<file path="config.mk">
export PLATFORM = sky130hd
export DESIGN_NAME = ov_1101_det_flat
export DESIGN_NICKNAME = d
export VERILOG_FILES = /design/src/rtl/ov_1101_pkg.sv /design/src/rtl/ov_1101_det_if.sv /design/src/rtl/ov_1101_cnt.sv /design/src/rtl/ov_1101_det.sv /design/src/flat_wrapper.sv
export SDC_FILE = /design/constraint.sdc
export NUM_CORES = 1
export LEC_CHECK = 0
export BUFFER_PORTS_ARGS = -buffer_cell sky130_fd_sc_hd__buf_2
export CORE_AREA = 2 2 39 41
export CTS_CLUSTER_DIAMETER = 150
export CTS_CLUSTER_SIZE = 24
export DETAILED_ROUTE_END_ITERATION = 10
export DIE_AREA = 0 0 41 43
export SYNTH_ARGS = -nofsm -noshare
export SYNTH_HDL_FRONTEND = slang
export SYNTH_HIERARCHICAL = 1
export SYNTH_SLANG_ARGS = --single-unit
</file>
<file path="constraint.sdc">
create_clock -name clk -period 1.55 [get_ports clk]
set_clock_uncertainty 0.2 [all_clocks]
set_input_delay 0.2325 -clock clk [delete_from_list [all_inputs] [get_ports clk]]
set_output_delay 0.2325 -clock clk [all_outputs]
set_load 0.01 [all_outputs]
</file>
<file path="src/rtl/ov_1101_pkg.sv">
// rtl/ov_1101_pkg.sv - state encodings and pattern constant for the 1101 detector
package ov_1101_pkg;

    localparam int STATE_W = 3;

    typedef logic [STATE_W-1:0] state_t;

    localparam state_t S0   = 3'd0;
    localparam state_t S1   = 3'd1;
    localparam state_t S11  = 3'd2;
    localparam state_t S110 = 3'd3;
    localparam state_t DET  = 3'd4;

    localparam logic [3:0] PATTERN = 4'b1101;

endpackage

</file>
<file path="src/rtl/ov_1101_det_if.sv">
// rtl/ov_1101_det_if.sv - serial bit in / match flag out bundle; match_cnt only with OV_1101_CNT_EN
interface ov_1101_det_if #(
    parameter int CNT_W = 8
);

    logic in;
    logic out;

    if (CNT_W < 1) begin : g_bad_cnt_w
        $error("ov_1101_det_if: CNT_W must be at least 1");
    end

`ifdef OV_1101_CNT_EN
    logic [CNT_W-1:0] match_cnt;

    modport master (output in, input out, input match_cnt);
    modport slave  (input in, output out, output match_cnt);
`else
    modport master (output in, input out);
    modport slave  (input in, output out);
`endif

endinterface

</file>
<file path="src/rtl/ov_1101_cnt.sv">
// rtl/ov_1101_cnt.sv - wrapping match counter, instantiated only with OV_1101_CNT_EN
module ov_1101_cnt #(
    parameter int CNT_W = 8
) (
    input  logic             clk,
    input  logic             rst,
    input  logic             inc_i,
    output logic [CNT_W-1:0] cnt_o
);

    logic [CNT_W-1:0] cnt_q;
    logic [CNT_W-1:0] cnt_d;

    always_comb begin
        cnt_d = cnt_q;
        if (inc_i) begin
            cnt_d = cnt_q + 1'b1;
        end
    end

    always_ff @(posedge clk or posedge rst) begin
        if (rst) begin
            cnt_q <= '0;
        end else begin
            cnt_q <= cnt_d;
        end
    end

    assign cnt_o = cnt_q;

endmodule

</file>
<file path="src/rtl/ov_1101_det.sv">
// rtl/ov_1101_det.sv - overlapping Moore detector for 1101; OV_1101_CNT_EN adds match_cnt
module ov_1101_det
    import ov_1101_pkg::*;
#(
    parameter int CNT_W = 8
) (
    input  logic          clk,
    input  logic          rst,
    ov_1101_det_if.slave  bus
);

    state_t state;
    state_t state_d;

    if (CNT_W < 1) begin : g_bad_cnt_w
        $error("ov_1101_det: CNT_W must be at least 1");
    end

    always_ff @(posedge clk or posedge rst) begin
        if (rst) begin
            state <= S0;
        end else begin
            state <= state_d;
        end
    end

    // After DET the trailing 1 plus a new 1 already forms the "11" prefix.
    always_comb begin
        state_d = S0;
        case (state)
            S0:      state_d = (bus.in == PATTERN[3]) ? S1   : S0;
            S1:      state_d = (bus.in == PATTERN[2]) ? S11  : S0;
            S11:     state_d = (bus.in == PATTERN[1]) ? S110 : S11;
            S110:    state_d = (bus.in == PATTERN[0]) ? DET  : S0;
            DET:     state_d = bus.in ? S11 : S0;
            default: state_d = S0;
        endcase
    end

    assign bus.out = (state == DET);

`ifdef OV_1101_CNT_EN
    ov_1101_cnt #(
        .CNT_W (CNT_W)
    ) u_cnt (
        .clk   (clk),
        .rst   (rst),
        .inc_i (state_d == DET),
        .cnt_o (bus.match_cnt)
    );
`endif

endmodule

</file>
<file path="src/flat_wrapper.sv">
// flat-port wrapper written by rule: the top's interface ports become plain ports
module ov_1101_det_flat import ov_1101_pkg::*;
#(
    parameter int CNT_W = 8
)
  (clk, rst, bus_in, bus_out);
  ov_1101_det_if #(.CNT_W(CNT_W)) bus_i ();
  input  logic clk;
  input  logic rst;
  input wire logic [$bits(bus_i.in)-1:0] bus_in;
  output wire logic [$bits(bus_i.out)-1:0] bus_out;
  assign bus_i.in = bus_in;
  assign bus_out = bus_i.out;
  ov_1101_det #(.CNT_W(CNT_W)) u_core (.clk(clk), .rst(rst), .bus(bus_i));
endmodule
</file>
==> results of run 1 <==
==> cell families (layout without fill, tap and decap cells) <==
group,after synthesis,in the layout,synth area share [%]
flip-flops,3,3,50.0
buffers and inverters,1,9,2.50
XOR/XNOR,1,1,5.83
AND/OR/NAND/NOR,7,7,41.7
==> per-stage QoR <==
| stage | hold slack [ps] | instance area [µm²] | total power, W | utilization [%] | setup WS (ps) |
|---|---|---|---|---|---|
| final | 109 | 221 | 0.000349 | 16.0 | 120 |
| after global routing | 126 | 221 | 0.000378 | 16.0 | 40.3 |
| after CTS | 99.2 | 221 | 0.000357 | 16.0 | 108 |
| after detailed placement | -91.9 | 185 | 0.000212 | 13.4 | 231 |
| after global placement | -91.5 | 185 | 0.000211 | 13.4 | 215 |
| after floorplan | -214 | 150 | 0.000189 | - | 285 |
==> layout by cell type, fill, tap and decap left out, drive strengths merged <==
cell / synthesis / routed
and4b: 1 / 1
and4bb: 2 / 2
buf: 0 / 3
clkbuf: 0 / 4
dfrtp: 3 / 3
dlygate4sd3: 0 / 1
inv: 1 / 1
nor3: 1 / 1
nor3b: 2 / 2
or3: 1 / 1
xnor2: 1 / 1
==> worst max-delay path, stage by stage, from the launching register on <==
cell and delay [ps]:
sky130_fd_sc_hd__dfrtp_1 420, sky130_fd_sc_hd__nor3b_1 190, sky130_fd_sc_hd__buf_2 150
==> cell type report <==
type,instances,share of cell area (%)
clock buffer,4,11.9
inverter,1,1.69
multi-input combinational,8,32.2
sequential,3,33.9
tap,16,9.04
timing repair buffer,4,11.3
==> worst max path at each step <==
stage	startpoint	endpoint	slack (ps)	cells past startpoint
floorplan	u_core/state[1]	u_core/state[1]	290	2
global placement	u_core/state[1]	u_core/state[1]	220	2
detailed placement	u_core/state[1]	u_core/state[1]	230	2
CTS	u_core/state[0]	bus_out	110	2
global route	u_core/state[0]	bus_out	40	2
finish	u_core/state[0]	bus_out	120	2
==> per-layer routing <==
layer  wire (µm)  vias up
met5           0        -
met4           0        0
met3          21        0
met2         118        4
met1         147       52
li1            -       61
==> power breakdown <==
group	switching [W]	total (W)	internal (W)
registers	0.0000379	0.000144	0.000106
logic	0.0000212	0.0000700	0.0000489
clock network	0.0000392	0.000136	0.0000964
==> results.toml, run 1 <==
[logic_synthesis]
synth-seq-area-share_pct = 50.0
synth_ff_type = "sky130_fd_sc_hd__dfrtp_1"
post_synth_instance_area_um2 = 150
synth_common_cells = "sky130_fd_sc_hd__dfrtp_1 (3), sky130_fd_sc_hd__nor3b_1 (2)"
synth_area_leaders = "sky130_fd_sc_hd__dfrtp_1 (50%), sky130_fd_sc_hd__nor3b_1 (10%), sky130_fd_sc_hd__and4bb_1 (8.3%)"
synthMostInstantiatedCell = "sky130_fd_sc_hd__dfrtp_1"
synth.distinct_cells = 9
synth.yosys.warnings = 6
ys_seq_elements = 3
synth_edf_count = 0
cell_count_after_synthesis = 12
syn-num-nets = 15
syn-mean-instance-area_um2 = 12.5
synthArstFlopShare_pct = 100
synth_largest_area_cell = "sky130_fd_sc_hd__dfrtp_1"
yosysTopAreaCellShare_pct = 50.0

[floorplan]
core_area_um2 = 1380
initial_core_util_pct = 10.8
fp.dieW_um = 41
floorplan.rows = 14
die_area_um2 = 1760
die-height_um = 43
io_pins = 4

[cts]
cts_max_level = 1
cts_hold_buf = 1
clockRootBuffer = "sky130_fd_sc_hd__clkbuf_4"
clock_sinks = 3
clk-insertion-delay-late_ps = 230
cts_setup_buffers = 0
cts.reportedPaths.clkPinSlew_ps = 30
ctsLongestPathBuffers = 2
cts-resized-gates = 0
cts_tree = "built"
tritoncts.num_buffers = 3

[setup_path]
worstPathArrival_ps = 1000
path_class = "flop to output pin"
worst-path-max-fanout = 6
required_ps = 1120
worstSetupEndpointType = "output pin"
regToRegStartpoint = "u_core/state[1]"
reg2reg_setup_slack_ps = 210
rr_endpoint = "u_core/state[1]"
crit_path_start_kind = "flop"
ff2ff_path_depth = 2

[worst_hold_path]
hold_path.class = "primary input to flop"
hold_path.startpoint = "bus_in"
hold_end = "u_core/state[0]"
worstHoldPathCells = 3

[route]
routed_wirelength_um = 287
num_vias = 117
number_of_drc_violations_after_detailed_routing = 0
detail_route.first_pass.iterations = 1
detail_route.iter0.violations = 0
drt-wirelength-per-cell_um = 7.97
antenna_violating_nets_post_route = 0
route.detailed.vias_per_inst = 3.25

[global_route]
grt-ovfl-total = 0
grt_util_met1_pct = 6.49
grt_pass1_wl_um = 517
antenna_found_initial = 0
grt_start_max_net_pins = 7
grt_pass1_vias = 119
global_route.usage.met3_pct = 3.14
globalRouteMet2Util_pct = 3.75
track_usage_pct = 5.04
busiest_layer = "met4"

[finish]
area_used_by_multi_input_combinational_logic_um2 = 71.3
top_register = "u_core/state"
max_reg_flops = 3
final-instance-count-excl-fill = 36
layout-drive-gt1-share_pct = 40.0
nFillCells = 151
n_antenna_cell = 0
finalNetCount = 24
register_area_um2 = 75.1
syn2layout_area_growth_pct = 47.5
reg.largest.list = "u_core/state x3"

[power]
leakage_nw = 0.104
power_density_nw_per_um2 = 1580
power.ir.vdd_worst_v = 0.000329

[timing]
report.final.slew_viol_count = 0
setup_violations = 0
portion_of_the_clock_cycle_consumed_by_the_worst_path_in_the_final_layout_pct = 92.3
final_hold_vios = 0
setup_tns_ps = 0
fmaxAchievable_mhz = 699
worst_pin_slew_ps = 175
unrepaired_setup_endpoints_after_global_routing = "no"
slew-limit-headroom_pct = 88.3
finalCriticalPeriod_ps = 1430

[status]
outcome = "finished, final reports clean"

[place]
gp_congestion = 0.602
number_of_port_buffers = 3
dp_cells = 31

[flow_run]
drv_cap = 0
Power figures use the tool's default switching activity.
==> run 2: changes to the inputs <==
--- a/config.mk
+++ b/config.mk
@@ -11,6 +11,7 @@
 export CTS_CLUSTER_SIZE = 24
 export DETAILED_ROUTE_END_ITERATION = 10
 export DIE_AREA = 0 0 41 43
+export SETUP_SLACK_MARGIN = 0.5
 export SYNTH_ARGS = -nofsm -noshare
 export SYNTH_HDL_FRONTEND = slang
 export SYNTH_HIERARCHICAL = 1
==> results.toml, run 2 (synthesis results as in run 1) <==
[power]
power.ir.vdd_worst_v = 0.000565
leakage_nw = 0.127
switchingPower_w = 0.000114
power_density_nw_per_um2 = 1600
power.share.sequential_pct = 32.6
switching_share_pct = 27.9
pwr-share-clk_pct = 33.4
comb_power_share_pct = 34.0
internal_power_w = 0.000296

[timing]
setup_tns_ps = 0
final_hold_vios = 0
worst_pin_slew_ps = 162
report.final.slew_viol_count = 0
slew-limit-headroom_pct = 89.2
portion_of_the_clock_cycle_consumed_by_the_worst_path_in_the_final_layout_pct = 89.5
unrepaired_setup_endpoints_after_global_routing = "yes"
finalCriticalPeriod_ps = 1390
fmaxAchievable_mhz = 721
finalHoldWorstSlack_ps = 99.5
setup_violations = 0

[worst_hold_path]
hold_path.startpoint = "bus_in"
hold_path.class = "primary input to flop"

[route]
route.detailed.vias_per_inst = 3.50
antenna_violating_nets_post_route = 0
num_vias = 140
routed_wirelength_um = 357
detail_route.first_pass.iterations = 4
number_of_drc_violations_after_detailed_routing = 0
drt-wirelength-per-cell_um = 8.93
detail_route.iter0.violations = 2

[floorplan]
fp.dieW_um = 41
core_area_um2 = 1380
initial_core_util_pct = 10.8
die-height_um = 43
floorplan.rows = 14
io_pins = 4
die_area_um2 = 1760

[global_route]
grt_pass1_vias = 147
grt_start_max_net_pins = 5
grt-ovfl-total = 0
track_usage_pct = 5.93
antenna_found_initial = 0
grt_pass1_wl_um = 621

[setup_path]
worst_path_dominant_cell_family = "flip-flops"
worstPathArrival_ps = 960
worstSetupStartpoint = "u_core/state[1]"
crit_path_start_kind = "flop"
critical-path-max-stage-delay_ps = 400
crit_slowest_cell = "sky130_fd_sc_hd__dfrtp_1"
regToRegStartpoint = "u_core/state[0]"
path_buf_inv = 1
path_class = "flop to output pin"
worst-path-max-fanout = 3
critical_path.cell_chain = "nor3b_2, buf_2"
worstSetupEndpointType = "output pin"
required_ps = 1120

[cts]
tritoncts.num_buffers = 3
cts_tree = "built"
cts_max_level = 1
cts.reportedPaths.clkPinSlew_ps = 40
clockRootBuffer = "sky130_fd_sc_hd__clkbuf_4"
clk-insertion-delay-late_ps = 230
clock_sinks = 3
ctsLongestPathBuffers = 2

[finish]
layout-drive-gt1-share_pct = 54.2
n_antenna_cell = 0
finalNetCount = 28
nFillCells = 151
max_reg_flops = 3
top_register = "u_core/state"
mostFrequentLayoutCell = "sky130_fd_sc_hd__buf_4"
reg.largest.list = "u_core/state x3"
syn2layout_area_growth_pct = 70.8
layout_common_cells = "sky130_fd_sc_hd__buf_4 (4), sky130_fd_sc_hd__clkbuf_4 (3), sky130_fd_sc_hd__buf_2 (3), sky130_fd_sc_hd__dfrtp_1 (3)"
finish.utilization_pct = 18.5

[flow_run]
drv_cap = 0

[place]
gp_congestion = 0.606
number_of_port_buffers = 3

[status]
outcome = "finished, final reports clean"
==> run 2: metrics by stage <==
stage	instances	area [µm²]	total power, W	setup slack, ps
2_1_floorplan	12	150	0.000189	294
3_3_place_gp	31	185	0.000208	250
3_5_place_dp	31	185	0.000209	251
4_1_cts	40	256	0.000412	161
5_1_grt	40	256	0.000448	108
6_report	40	256	0.000410	162
==> run 2: worst register-to-register path: stages, from the launching register on <==
cell                       delay (ps)
sky130_fd_sc_hd__dfrtp_1          400
sky130_fd_sc_hd__buf_4            150
sky130_fd_sc_hd__and4bb_2         210
sky130_fd_sc_hd__or3_1            300
==> run 2: power by group through the flow <==
stage,clock network [W],registers (W),logic (W)
floorplan,0,0.000133,0.0000568
global placement,0,0.000143,0.0000649
detailed placement,0,0.000142,0.0000665
CTS,0.000144,0.000131,0.000138
global route,0.000158,0.000138,0.000151
finish,0.000137,0.000134,0.000140
==> run 2: area by class of cell <==
class                      instances  area [µm²]  share of cell area [%]
clock buffer                       4        26.3                    10.2
multi-input combinational          8        76.3                    29.8
inverter                           1        3.75                    1.46
timing repair buffer               8        55.1                    21.5
tap                               16        20.0                    7.80
sequential                         3        75.1                    29.3
==> run 2: routing by layer <==
metal,track usage (%),share of wire [%],up-vias
li1,-,-,69
met1,6.13,46,65
met2,6.88,46,6
met3,4.71,7.8,0
met4,6.00,0,0
met5,0,0,-
==> run 2: what timing repair did <==
item | 4_1_cts | 5_1_grt
pin swaps | 0 | 1
hold endpoints to repair | 3 | 0
endpoints found under the setup margin | 2 | 4
setup buffers | 4 | 0
hold buffers | 1 | 0
resized for setup | 1 | 0
==> run 2: worst paths after layout <==
| check | depth (start not counted) | slack (ps) | to |
|---|---|---|---|
| setup / recovery | 2 | 160 | bus_out |
| hold / removal | 3 | 100 | u_core/state[0] |
| setup reg to reg | 3 | 160 | u_core/state[1] |
| hold reg to reg | 2 | 400 | u_core/state[0] |
| max in group asynchronous | 3 | 800 | u_core/state[1] |
| min in group asynchronous | 3 | 210 | u_core/state[2] |
